==> config.mk <==
export PLATFORM = sky130hd
export DESIGN_NAME = alu_cmd_issuer
export DESIGN_NICKNAME = d
export VERILOG_FILES = /design/src/rtl/alu_cmd_issuer.sv
export SDC_FILE = /design/constraint.sdc
export NUM_CORES = 1
export LEC_CHECK = 0
export BUFFER_PORTS_ARGS = -buffer_cell sky130_fd_sc_hd__clkbuf_2
export CAP_MARGIN = 10
export CORE_ASPECT_RATIO = 1.4
export CORE_MARGIN = 2
export CORE_UTILIZATION = 40
export DETAILED_ROUTE_END_ITERATION = 12
export PLACE_DENSITY = 0.61
export SYNTH_ARGS = -nofsm -noshare
export SYNTH_HDL_FRONTEND = slang
export SYNTH_SLANG_ARGS = --single-unit
export TNS_END_PERCENT = 10
==> constraint.sdc <==
create_clock -name clk -period 5.5 [get_ports clk]
set_clock_uncertainty 0.1 [all_clocks]
set_input_delay 0.275 -clock clk [delete_from_list [all_inputs] [get_ports clk]]
set_output_delay 0.275 -clock clk [all_outputs]
set_load 0.05 [all_outputs]
==> src/rtl/alu_cmd_issuer.sv <==
// Front end for a registered 4-bit ALU: queues commands, issues them under a
// response-buffer credit limit, and returns tagged results strictly in issue order.
module alu_cmd_issuer #(
   parameter int FIFO_DEPTH  = 4,
   parameter int RSP_DEPTH   = 4,
   parameter int ALU_LATENCY = 1
) (
   input  logic       clk,
   input  logic       rst,
   input  logic       cmd_valid,
   output logic       cmd_ready,
   input  logic [2:0] cmd_opcode,
   input  logic [3:0] cmd_a,
   input  logic [3:0] cmd_b,
   output logic [2:0] alu_opcode,
   output logic [3:0] alu_a,
   output logic [3:0] alu_b,
   input  logic [3:0] alu_result,
   input  logic       alu_carry_out,
   output logic       rsp_valid,
   input  logic       rsp_ready,
   output logic [3:0] rsp_result,
   output logic       rsp_carry,
   output logic [2:0] rsp_opcode,
   output logic [3:0] rsp_tag,
   output logic       rsp_div0,
   output logic       busy
);
   localparam int STAGES = ALU_LATENCY;
   localparam int CAW    = $clog2(FIFO_DEPTH);
   localparam int RAW    = $clog2(RSP_DEPTH);
   localparam logic [CAW:0] CMD_FULL = (CAW+1)'(FIFO_DEPTH);
   localparam logic [RAW:0] RSP_FULL = (RAW+1)'(RSP_DEPTH);

   typedef struct packed {
      logic [2:0] op;
      logic [3:0] a;
      logic [3:0] b;
   } cmd_t;

   typedef struct packed {
      logic [3:0] tag;
      logic [2:0] op;
      logic       div0;
   } tok_t;

   typedef struct packed {
      tok_t       tok;
      logic [3:0] result;
      logic       carry;
   } rsp_t;

   cmd_t           r_cmd_mem [FIFO_DEPTH];
   logic [CAW-1:0] r_cmd_wp, r_cmd_rp;
   logic [CAW:0]   r_cmd_cnt;

   rsp_t           r_rsp_mem [RSP_DEPTH];
   logic [RAW-1:0] r_rsp_wp, r_rsp_rp;
   logic [RAW:0]   r_rsp_cnt;
   logic [RAW:0]   r_infl_cnt;

   logic [STAGES:0] r_vld_pipe;
   tok_t            r_tok_pipe [STAGES+1];

   logic [3:0] r_tag;
   logic [2:0] r_alu_op;
   logic [3:0] r_alu_a, r_alu_b;

   logic         w_push, w_issue, w_cap, w_pop;
   logic [RAW:0] w_outstanding;
   cmd_t         w_head;
   tok_t         w_tok;
   rsp_t         w_rsp_in, w_rsp_head;

   function automatic logic [RAW-1:0] rsp_inc(input logic [RAW-1:0] p);
      return (p == RAW'(RSP_DEPTH-1)) ? '0 : p + RAW'(1);
   endfunction

   // Credits count everything already committed to the response buffer, so a
   // stalled consumer can never cause a captured result to be lost.
   assign w_outstanding = r_infl_cnt + r_rsp_cnt;
   assign cmd_ready     = !rst && (r_cmd_cnt < CMD_FULL);
   assign w_push        = cmd_valid && cmd_ready;
   assign w_issue       = (r_cmd_cnt != '0) && (w_outstanding < RSP_FULL);
   assign w_cap         = r_vld_pipe[STAGES];
   assign rsp_valid     = (r_rsp_cnt != '0);
   assign w_pop         = rsp_valid && rsp_ready;
   assign w_head        = r_cmd_mem[r_cmd_rp];

   always_comb begin
      w_tok          = '0;
      w_tok.tag      = r_tag;
      w_tok.op       = w_head.op;
      w_tok.div0     = (w_head.op == 3'b011) && (w_head.b == 4'd0);
      w_rsp_in        = '0;
      w_rsp_in.tok    = r_tok_pipe[STAGES];
      w_rsp_in.result = alu_result;
      w_rsp_in.carry  = alu_carry_out;
   end

   // Command queue storage and control
   always_ff @(posedge clk) begin
      if (w_push) r_cmd_mem[r_cmd_wp] <= '{op: cmd_opcode, a: cmd_a, b: cmd_b};
   end

   always_ff @(posedge clk) begin
      if (rst) begin
         r_cmd_wp  <= '0;
         r_cmd_rp  <= '0;
         r_cmd_cnt <= '0;
      end else begin
         if (w_push)  r_cmd_wp <= r_cmd_wp + CAW'(1);
         if (w_issue) r_cmd_rp <= r_cmd_rp + CAW'(1);
         r_cmd_cnt <= r_cmd_cnt + (CAW+1)'(w_push) - (CAW+1)'(w_issue);
      end
   end

   // ALU drive: opcode 111 with zero operands whenever nothing issues
   always_ff @(posedge clk) begin
      if (rst) begin
         r_alu_op <= 3'b111;
         r_alu_a  <= '0;
         r_alu_b  <= '0;
         r_tag    <= '0;
      end else if (w_issue) begin
         r_alu_op <= w_head.op;
         r_alu_a  <= w_head.a;
         r_alu_b  <= w_head.b;
         r_tag    <= r_tag + 4'd1;
      end else begin
         r_alu_op <= 3'b111;
         r_alu_a  <= '0;
         r_alu_b  <= '0;
      end
   end

   assign alu_opcode = r_alu_op;
   assign alu_a      = r_alu_a;
   assign alu_b      = r_alu_b;

   // In-flight tracking: clearing the valid pipe on reset drops results still inside the ALU
   always_ff @(posedge clk) begin
      if (rst) begin
         r_vld_pipe <= '0;
         r_infl_cnt <= '0;
      end else begin
         r_vld_pipe <= (r_vld_pipe << 1) | (STAGES+1)'(w_issue);
         r_infl_cnt <= r_infl_cnt + (RAW+1)'(w_issue) - (RAW+1)'(w_cap);
      end
   end

   always_ff @(posedge clk) begin
      r_tok_pipe[0] <= w_tok;
      for (int i = 1; i <= STAGES; i++) r_tok_pipe[i] <= r_tok_pipe[i-1];
   end

   // Response buffer
   always_ff @(posedge clk) begin
      if (w_cap) r_rsp_mem[r_rsp_wp] <= w_rsp_in;
   end

   always_ff @(posedge clk) begin
      if (rst) begin
         r_rsp_wp  <= '0;
         r_rsp_rp  <= '0;
         r_rsp_cnt <= '0;
      end else begin
         if (w_cap) r_rsp_wp <= rsp_inc(r_rsp_wp);
         if (w_pop) r_rsp_rp <= rsp_inc(r_rsp_rp);
         r_rsp_cnt <= r_rsp_cnt + (RAW+1)'(w_cap) - (RAW+1)'(w_pop);
      end
   end

   assign w_rsp_head = rsp_valid ? r_rsp_mem[r_rsp_rp] : '0;
   assign rsp_result = w_rsp_head.result;
   assign rsp_carry  = w_rsp_head.carry;
   assign rsp_opcode = w_rsp_head.tok.op;
   assign rsp_tag    = w_rsp_head.tok.tag;
   assign rsp_div0   = w_rsp_head.tok.div0;

   assign busy = (r_cmd_cnt != '0) || (r_infl_cnt != '0) || (r_rsp_cnt != '0);

endmodule

==> results of run 1 <==
layer usage:
metal  GRT usage  part of all wire  up-vias
met4      0.0582             0.018        0
met1       0.147              0.42     1376
li1            -                 -     1338
met3      0.0401             0.036       12
met2       0.233              0.53       60
met5           0                 0        -
worst reg2reg max path: stages (launching register included):
cell	delay, ns
dfxtp_1	0.35
ha_1	0.29
a31oi_1	0.09
xnor2_1	0.68
or2_2	0.26
inv_1	0.05
ha_1	0.26
inv_1	0.04
ha_1	0.18
fa_1	0.38
xnor2_1	0.17
xnor2_1	0.13
nor2_1	0.05
sequential cells by signal, indices dropped and copies added, names as in the netlist, named ones only:
signal and flops:
r_rsp_mem 52, r_cmd_mem 44, r_tok_pipe 16, alu_a 4
alu_b 4, r_tag 4, alu_opcode 3, r_cmd_cnt 3
r_infl_cnt 3, r_rsp_cnt 3, r_cmd_rp 2, r_cmd_wp 2
r_rsp_rp 2, r_rsp_wp 2, r_vld_pipe 2
metrics by stage:
step / area, um2 / hold WS (ns) / instances / utilization
final: 6690 / 0.156 / 587 / 0.498
after global routing: 6690 / 0.195 / 587 / 0.498
after floorplan: 5540 / 0.210 / 321 / -
after CTS: 6690 / 0.142 / 586 / 0.497
after global placement: 5950 / 0.211 / 539 / 0.443
after detailed placement: 5950 / 0.212 / 539 / 0.443
synth_stat cells (2+ instances only):
cell type / count
mux4_2: 15
a21oi_1: 8
o21ai_0: 4
inv_1: 18
o31ai_1: 4
and2_1: 25
mux2i_1: 2
nor2_1: 10
xor2_1: 2
fa_1: 3
nor3_1: 3
ha_1: 17
xnor2_1: 7
edfxtp_1: 96
nand2_1: 4
nor2b_1: 7
and3_1: 4
or3_1: 4
or4_1: 3
mux4_1: 9
nand2b_1: 4
dfxtp_1: 54
clkbuf_1: 9
timing repair:
item	4_1_cts	5_1_grt
hold buffers	16	0
resized for setup	0	0
endpoints found under the hold margin	64	0
setup buffers	0	0
final timing paths:
check	endpoint	slack, ns	cells past startpoint
max	r_cmd_cnt[2]	2.35	12
max reg2reg	r_cmd_cnt[2]	2.35	12
min reg2reg	r_tok_pipe[0][9]	0.22	0
min	r_rsp_rp[0]	0.16	4
layout make-up:
type                       instances  share of cell area
timing repair buffer              64              0.0606
clock buffer                      20              0.0652
inverter                          18              0.0101
multi-input combinational        142               0.218
sequential                       150               0.592
clock inverter                    11              0.0202
tap                              182              0.0340
report_power, final:
group / switching, W / total [W] / internal, W / leakage, nW
logic: 0.000631 / 0.00101 / 0.000382 / 0.870
clock network: 0.000414 / 0.00112 / 0.000704 / 0.271
registers: 0.000133 / 0.00151 / 0.00138 / 1.31
cell families after synthesis:
group	after synthesis	synth area share
multiplexers	26	0.107
AO/OA/AOI/OAI	17	0.0174
adder cells (fa/ha/maj)	20	0.0493
buffers and inverters	29	0.0212
flip-flops	150	0.716
AND/OR/NAND/NOR	70	0.0748
XOR/XNOR	9	0.0142
==> metrics.yaml, run 1 <==
run_status:
  status: "completed"
finish:
  register_area_mm2: 0.00396
  num_antenna_cells: 0
  layout_commonest_cell: "edfxtp_1"
  multiInputGateArea_mm2: 0.00146
  area_delta_synth_final_pct: 20.9
  n_fill_cell: 1124
  nets: 433
  final_layout_size_suffix_gt1_frac: 0.230
  mostFrequentLayoutCells: "edfxtp_1 (96), dfxtp_1 (54), clkbuf_2 (46)"
die:
  rows: 50
  dieArea_mm2: 0.0148
  io_pins: 47
  start_util: 0.412
  die_height_um: 143
  coreArea_mm2: 0.0135
  die_w_um: 103
setup_path:
  crit_family: "adder cells"
  cp.required_ns: 5.67
  cp_slowest_stage_delay_ns: 0.68
  r2r-start: "r_rsp_cnt[1]"
  cp-end-kind: "register"
  cp_slowest_cell: "xnor2_1"
  path_buf_inv: 2
  start_kind: "register"
  crit_chain: "ha_1 > a31oi_1 > xnor2_1 > or2_2 > inv_1 > ha_1 > inv_1 > ha_1 > fa_1 > xnor2_1 > xnor2_1 > nor2_1"
  crit_type: "reg -> reg"
  worstPathMaxFanout: 13
  worstPathArrival_ns: 3.32
  crit_start: "r_rsp_cnt[1]"
global_routing:
  grt_max_degree: 27
  antenna_found_initial: 0
  grt_pass1_vias: 2978
  track_usage: 0.133
  grt_pass1_wl_mm: 14.6
  overflow: 0
place:
  place_ws_ns: 2.35
  hpwl_mm: 5.60
  place_congestion: 0.718
  port_buffers: 46
sta:
  worstMarginPinSlew_ns: 0.918
  finalHoldViolCount: 0
  fin_crit_ns: 3.15
  relSlewSlack: 0.387
  grt_setup_unrepaired: "false"
  tns_ns: 0
  setup_ws_ns: 2.35
  period_share: 0.572
  max_freq_mhz: 318
  setup_viol: 0
  slew_viol_final: 0
clocking:
  cts_tree: "built"
  htreeDepth: 4
  cts_buffers: 17
  clk_latency_ns: 0.40
  ctsLongestPathBuffers: 2
  clkTransAtPathRegs_ns: 0.06
  cts_root_buf: "clkbuf_16"
  clkSinkCount: 150
drt:
  routedWlPerCell_um: 15.0
  drt-initial-drc-count: 105
  dr.pass1.iters: 4
  finalWirelength_mm: 8.81
  drc: 0
  routed-via-count: 2786
  antenna_left: 0
  routed_via_density: 4.75
yosys:
  yosys_warnings: 0
  synth_top_area_cell: "edfxtp_1"
  netlist_instances: 321
  synthDistinctLibCells: 32
  synth_top_area_share: 0.521
  synth_ff_type: "edfxtp_1"
  synth_enable_flop_cells: 96
  ys_seq_area_frac: 0.716
  ys_seq_elements: 150
  async_flop_share: 0
  synthTopCellsByArea: "edfxtp_1 (52%), dfxtp_1 (20%), mux4_2 (6.1%)"
  syn_nets: 361
  syn_area_mm2: 0.00554
  syn_avg_cell_area_um2: 17.3
power:
  p_leak_nw: 2.45
  finalPower_w: 0.00364
  peakVddDrop_v: 0.000246
  power_density_mw_per_mm2: 544
min_path:
  hold_class: "in -> reg"
  hp-start: "rsp_ready"
job:
  cap_violations: 0
Note: power is estimated with default switching activity, not from simulation.
==> inputs of run 2 (changes only) <==
==> constraint.sdc (replaced) <==
create_clock -name clk -period 3.3 [get_ports clk]
set_clock_uncertainty 0.1 [all_clocks]
set_input_delay 0.165 -clock clk [delete_from_list [all_inputs] [get_ports clk]]
set_output_delay 0.165 -clock clk [all_outputs]
set_load 0.05 [all_outputs]
==> metrics.yaml, run 2 (synthesis gave the netlist of run 1 again) <==
clocking:
  clk_latency_ns: 0.41  # was 0.40 ns
  cts_tree: "built"  # unchanged
  htreeDepth: 4  # unchanged
  clkSinkCount: 150  # unchanged
  cts-hold-fix-buffers: 16  # unchanged
  cts_root_buf: "clkbuf_16"  # unchanged
  cts_resized: 0  # unchanged
  ctsLongestPathBuffers: 2  # unchanged
  cts_buffers: 17  # unchanged
  clkTransAtPathRegs_ns: 0.06  # about the same
  cts_setup_buffers: 0  # unchanged
finish:
  reg_top3: "r_rsp_mem x52, r_cmd_mem x44, r_tok_pipe x16"  # unchanged
  fin_area_mm2: 0.00672  # was 0.00669 mm2
  area_delta_synth_final_pct: 21.4  # was 20.9%
  num_antenna_cells: 0  # unchanged
  nets: 437  # was 433
  postLayoutCoreUtil: 0.500  # was 0.498
  top_register: "r_rsp_mem"  # unchanged
  largest_register_ffs: 52  # unchanged
  mostFrequentLayoutCells: "edfxtp_1 (96), dfxtp_1 (54), clkbuf_2 (46)"  # unchanged
  final_layout_size_suffix_gt1_frac: 0.249  # was 0.230
  layout_commonest_cell: "edfxtp_1"  # unchanged
sta:
  finalHoldViolCount: 0  # unchanged
  setup_viol: 0  # unchanged
  relSlewSlack: 0.509  # was 0.387
  slew_viol_final: 0  # unchanged
  tns_ns: 0  # unchanged
  fin_crit_ns: 2.74  # was 3.15 ns
  max_freq_mhz: 365  # was 318 MHz
  period_share: 0.830  # was 0.572
  worstMarginPinSlew_ns: 0.737  # was 0.918 ns
  grt_setup_unrepaired: "false"  # unchanged
power:
  p_sw_frac: 0.338  # was 0.324
  p_int_w: 0.00401  # was 0.00246 W
  p_switching_w: 0.00205  # was 0.00118 W
  comb_power_share: 0.289  # was 0.278
  peakVddDrop_v: 0.000465  # was 0.000246 V
  p_seq_frac: 0.410  # was 0.415
  p_leak_nw: 2.47  # was 2.45 nW
  p_clk_frac: 0.301  # was 0.307
  power_density_mw_per_mm2: 902  # was 544 mW/mm2
drt:
  routedWlPerCell_um: 14.6  # was 15.0 um
  drc: 0  # unchanged
  routed_via_density: 4.67  # was 4.75
  antenna_left: 0  # unchanged
  dr.pass1.iters: 4  # unchanged
  drt-initial-drc-count: 94  # was 105
  routed-via-count: 2766  # was 2786
  finalWirelength_mm: 8.64  # was 8.81 mm
setup_path:
  worstPathMaxFanout: 4  # was 13
  crit_type: "reg -> reg"  # unchanged
  cp.required_ns: 3.49  # was 5.67 ns
  cp-end-kind: "register"  # unchanged
  worstPathArrival_ns: 2.93  # was 3.32 ns
  start_kind: "register"  # unchanged
die:
  coreArea_mm2: 0.0135  # unchanged
  start_util: 0.412  # unchanged
  rows: 50  # unchanged
  die_w_um: 103  # unchanged
  dieArea_mm2: 0.0148  # unchanged
  die_height_um: 143  # unchanged
  io_pins: 47  # unchanged
global_routing:
  grt_max_degree: 26  # was 27
  antenna_found_initial: 0  # unchanged
  track_usage: 0.131  # was 0.133
  grt_pass1_wl_mm: 14.3  # was 14.6 mm
  grt_pass1_vias: 3001  # was 2978
  overflow: 0  # unchanged
min_path:
  hold_class: "in -> reg"  # unchanged
place:
  place_congestion: 0.716  # was 0.718
  hpwl_mm: 5.55  # was 5.60 mm
  dpl_cell_area_mm2: 0.00599  # was 0.00595 mm2
  port_buffers: 46  # unchanged
job:
  cap_violations: 0  # unchanged
run_status:
  status: "completed"  # unchanged
[run 2: cell count changes in the layout (fill, tap and decap cells not counted), moves of 3 or more]
cell	delta
buf_4	+5
clkbuf_1	-3
clkinv_2	-3
inv_6	+4
[run 2: layout make-up]
class,instances,area (um2)
tap,182,228
clock inverter,15,146
timing repair buffer,68,435
sequential,150,3960
inverter,18,67.6
multi-input combinational,142,1460
fill,1132,6730
clock buffer,17,425
[run 2: critical path: stages, from the launching register on]
cell and delay, ns:
dfxtp_1 0.41, ha_1 0.26, a31oi_1 0.20, xnor2_1 0.12, or2_2 0.31, ha_1 0.28
inv_1 0.04, ha_1 0.18, fa_1 0.38, xnor2_1 0.17, xnor2_1 0.13, nor2_1 0.05
[run 2: power by group through the flow]
stage	clock, W	sequential (W)	combinational [W]
finish	0.00183	0.00248	0.00175
global route	0.00195	0.00252	0.00194
CTS	0.00187	0.00249	0.00179
detailed placement	0	0.00253	0.00176
global placement	0	0.00252	0.00174
floorplan	0	0.00258	0.00128
[run 2: path summary, 6_finish.rpt]
path	start	cells after the start	to	slack (ns)
min	rsp_ready	4	r_rsp_rp[0]	0.04
min reg2reg	r_tok_pipe[0][1]	0	r_tok_pipe[0][9]	0.23
max	r_rsp_cnt[1]	11	r_infl_cnt[2]	0.56
max reg2reg	r_rsp_cnt[1]	11	r_infl_cnt[2]	0.56
[run 2: per-layer routing]
layer | vias to the layer above | track usage | wire [um]
met5 | - | 0 | 0
met4 | 0 | 0.0644 | 148
met3 | 11 | 0.0382 | 362
met2 | 57 | 0.226 | 4640
met1 | 1353 | 0.145 | 3490
li1 | 1345 | - | -
[run 2: per-stage QoR]
step | instances | hold slack, ns | total power (W) | setup slack, ns
after floorplan | 321 | 0.164 | 0.00386 | 0.464
after global placement | 544 | 0.212 | 0.00426 | 0.595
after detailed placement | 544 | 0.212 | 0.00429 | 0.546
after CTS | 592 | 0.0330 | 0.00615 | 0.540
after global routing | 592 | 0.0822 | 0.00641 | 0.388
final | 592 | 0.0374 | 0.00606 | 0.560
==> inputs of run 3 (changes only) <==
--- a/config.mk
+++ b/config.mk
@@ -5,13 +5,14 @@
 export SDC_FILE = /design/constraint.sdc
 export NUM_CORES = 1
 export LEC_CHECK = 0
+export ABC_AREA = 1
 export BUFFER_PORTS_ARGS = -buffer_cell sky130_fd_sc_hd__clkbuf_2
 export CAP_MARGIN = 10
 export CORE_ASPECT_RATIO = 1.4
 export CORE_MARGIN = 2
 export CORE_UTILIZATION = 40
 export DETAILED_ROUTE_END_ITERATION = 12
-export PLACE_DENSITY = 0.61
+export PLACE_DENSITY = 0.63
 export SYNTH_ARGS = -nofsm -noshare
 export SYNTH_HDL_FRONTEND = slang
 export SYNTH_SLANG_ARGS = --single-unit
==> constraint.sdc (replaced) <==
create_clock -name clk -period 2.45 [get_ports clk]
set_clock_uncertainty 0.1 [all_clocks]
set_input_delay 0.1225 -clock clk [delete_from_list [all_inputs] [get_ports clk]]
set_output_delay 0.1225 -clock clk [all_outputs]
set_load 0.05 [all_outputs]
==> metrics.yaml, run 3 <==
sta:
  slew_viol_final: 0  # unchanged
  holdWs_ns: 0.0109  # was 0.0374 ns
  fin_crit_ns: 2.35  # was 2.74 ns
  setup_ws_ns: 0.104  # was 0.560 ns
  relSlewSlack: 0.554  # was 0.509
  finalHoldViolCount: 0  # unchanged
  period_share: 0.958  # was 0.830
  grt_setup_unrepaired: "true"  # was false
  setup_viol: 0  # unchanged
  worstMarginPinSlew_ns: 0.668  # was 0.737 ns
  max_freq_mhz: 426  # was 365 MHz
die:
  die_w_um: 105  # was 103 um
  die_height_um: 146  # was 143 um
  start_util: 0.410  # was 0.412
  rows: 51  # was 50
  dieArea_mm2: 0.0153  # was 0.0148 mm2
  coreArea_mm2: 0.0140  # was 0.0135 mm2
  io_pins: 47  # unchanged
clocking:
  cts_buffers: 17  # unchanged
  clkTransAtPathRegs_ns: 0.06  # about the same
  cts_setup_buffers: 0  # unchanged
  cts_tree: "built"  # unchanged
  cts_root_buf: "clkbuf_16"  # unchanged
  ctsLongestPathBuffers: 2  # unchanged
  htreeDepth: 4  # unchanged
  clkSinkCount: 150  # unchanged
  clk_latency_ns: 0.41  # about the same
setup_path:
  cp_slowest_stage_delay_ns: 0.37  # was 0.41 ns
  cp-end-kind: "register"  # unchanged
  reg2reg_slack_ns: 0.10  # was 0.56 ns
  ff2ff_path_depth: 11  # unchanged
  start_kind: "register"  # unchanged
  worstPathArrival_ns: 2.59  # was 2.93 ns
  critical_path.most_common_cell: "ha_4"
  worstPathMaxFanout: 3  # was 4
  cp.required_ns: 2.70  # was 3.49 ns
  crit_chain: "ha_4 > nand3_2 > nand2_2 > nand2_4 > nand3_4 > ha_4 > inv_1 > ha_2 > fa_2 > or2_2 > a21oi_2"  # was ha_1 > a31oi_1 > xnor2_1 > or2_2 > ha_1 > inv_1 > ha_1 > fa_1 > xnor2_1 > xnor2_1 > nor2_1
  cp_slowest_cell: "dfxtp_1"  # unchanged
  crit_type: "reg -> reg"  # unchanged
drt:
  drc: 0  # unchanged
  antenna_left: 0  # unchanged
  drt-initial-drc-count: 245  # was 94
  routedWlPerCell_um: 13.6  # was 14.6 um
  finalWirelength_mm: 10.8  # was 8.64 mm
  routed_via_density: 4.75  # was 4.67
  routed-via-count: 3757  # was 2766
  dr.pass1.iters: 5  # was 4
global_routing:
  grt_pass1_vias: 3802  # was 3001
  overflow: 0  # unchanged
  antenna_found_initial: 0  # unchanged
  grt_max_degree: 28  # was 26
  track_usage: 0.149  # was 0.131
  grt_pass1_wl_mm: 17.6  # was 14.3 mm
job:
  cap_violations: 0  # unchanged
min_path:
  hold_class: "in -> reg"  # unchanged
  worstHoldPathCells: 4  # unchanged
yosys:
  synth_top_area_cell: "edfxtp_1"  # unchanged
  synthTopCellsByCount: "edfxtp_1 (96), nor2_1 (94), nand2_1 (65)"  # was edfxtp_1 (96), dfxtp_1 (54), and2_1 (25)
  synthTopCellsByArea: "edfxtp_1 (50%), dfxtp_1 (19%), nor2_1 (6.2%)"  # was edfxtp_1 (52%), dfxtp_1 (20%), mux4_2 (6.1%)
  netlist_instances: 512  # was 321
  ys_seq_elements: 150  # unchanged
  synth_enable_flop_cells: 96  # unchanged
  syn_avg_cell_area_um2: 11.2  # was 17.3 um2
  async_flop_share: 0  # unchanged
  synth_ff_type: "edfxtp_1"  # unchanged
  syn_area_mm2: 0.00573  # was 0.00554 mm2
  yosys_warnings: 0  # unchanged
  synthDistinctLibCells: 24  # was 32
  syn_nets: 552  # was 361
  synth.most_common_cell: "edfxtp_1"  # unchanged
  ys_seq_area_frac: 0.692  # was 0.716
  synth_top_area_share: 0.503  # was 0.521
place:
  place_ws_ns: -0.0557  # was 0.546 ns
  port_buffers: 46  # unchanged
  hpwl_mm: 6.94  # was 5.55 mm
  place_congestion: 0.758  # was 0.716
  dpl_cell_area_mm2: 0.00625  # was 0.00599 mm2
power:
  peakVddDrop_v: 0.000580  # was 0.000465 V
  p_leak_nw: 2.83  # was 2.47 nW
  power_density_mw_per_mm2: 1280  # was 902 mW/mm2
finish:
  final_layout_size_suffix_gt1_frac: 0.182  # was 0.249
  reg_top3: "r_rsp_mem x52, r_cmd_mem x44, r_tok_pipe x16"  # unchanged
  area_delta_synth_final_pct: 22.3  # was 21.4%
  mostFrequentLayoutCells: "edfxtp_1 (96), nor2_1 (93), nand2_1 (63)"  # was edfxtp_1 (96), dfxtp_1 (54), clkbuf_2 (46)
  largest_register_ffs: 52  # unchanged
  nets: 633  # was 437
  layout_commonest_cell: "edfxtp_1"  # unchanged
  num_antenna_cells: 0  # unchanged
  fin_area_mm2: 0.00701  # was 0.00672 mm2
  top_register: "r_rsp_mem"  # unchanged
run_status:
  status: "completed"  # unchanged
run 3: changes by cell type after synthesis, moves of 6 or more:
| cell | previous run | this run |
|---|---|---|
| a21oi_1 | 8 | 24 |
| and2_1 | 25 | 0 |
| inv_1 | 18 | 58 |
| mux4_1 | 9 | 0 |
| mux4_2 | 15 | 0 |
| nand2_1 | 4 | 65 |
| nand3_1 | 1 | 20 |
| nand4_1 | 0 | 6 |
| nor2_1 | 10 | 94 |
| nor2b_1 | 7 | 0 |
| o21ai_0 | 4 | 40 |
| xnor2_1 | 7 | 1 |
run 3: report_power, final:
part | internal [W] | switching [W] | total, W
clock | 0.00141 | 0.000994 | 0.00240
sequential | 0.00312 | 0.000220 | 0.00334
combinational | 0.000898 | 0.00231 | 0.00320
run 3: critical path: cells and delay by family, from the launching register on:
kind	cells	cell delay, ns
AND/OR/NAND/NOR	5	0.64
adder cells (fa/ha/maj)	4	0.99
flip-flops	1	0.37
buffers and inverters	1	0.03
AO/OA/AOI/OAI	1	0.14
run 3: path summary, 6_finish.rpt:
| kind | from | endpoint |
|---|---|---|
| max | r_rsp_cnt[1] | r_infl_cnt[2] |
| max reg2reg | r_rsp_cnt[1] | r_infl_cnt[2] |
| min reg2reg | r_tok_pipe[0][1] | r_tok_pipe[0][9] |
| min | rsp_ready | register |
run 3: logic make-up after synthesis:
kind of cell | synth area share
compound gates | 0.0602
buf+inv | 0.0515
fa+ha+maj | 0.0476
simple gates | 0.143
flops | 0.692
xor+xnor | 0.00611
run 3: metrics by stage:
step,power (W),setup TNS (ns),utilization,instances
after floorplan,0.00567,-0.0901,-,512
after global placement,0.00642,0,0.447,743
after detailed placement,0.00653,-0.0557,0.447,743
after CTS,0.00896,0,0.499,791
after global routing,0.00951,-0.0115,0.502,791
final,0.00895,0,0.502,791
run 3: metal layers:
metal,global-route usage,up-vias,share of wire
met5,0,-,0
met4,0.0680,0,0.017
met3,0.0452,17,0.038
met2,0.271,83,0.54
met1,0.157,1797,0.40
li1,-,1860,-
run 3: repair_timing:
action	4_1_cts	5_1_grt
hold buffers	16	0
pin swaps	0	3
endpoints found under the hold margin	64	0
gates resized for setup	2	7
setup endpoints to repair	1	2
run 3: final cells by class:
type / instances / area, um2
clock buffers: 19 / 433
clock inverters: 13 / 124
fillers: 1204 / 6960
inverters: 61 / 229
multi-input cells: 285 / 1520
flip-flops and latches: 150 / 3970
well taps: 185 / 231
repair buffers: 78 / 510
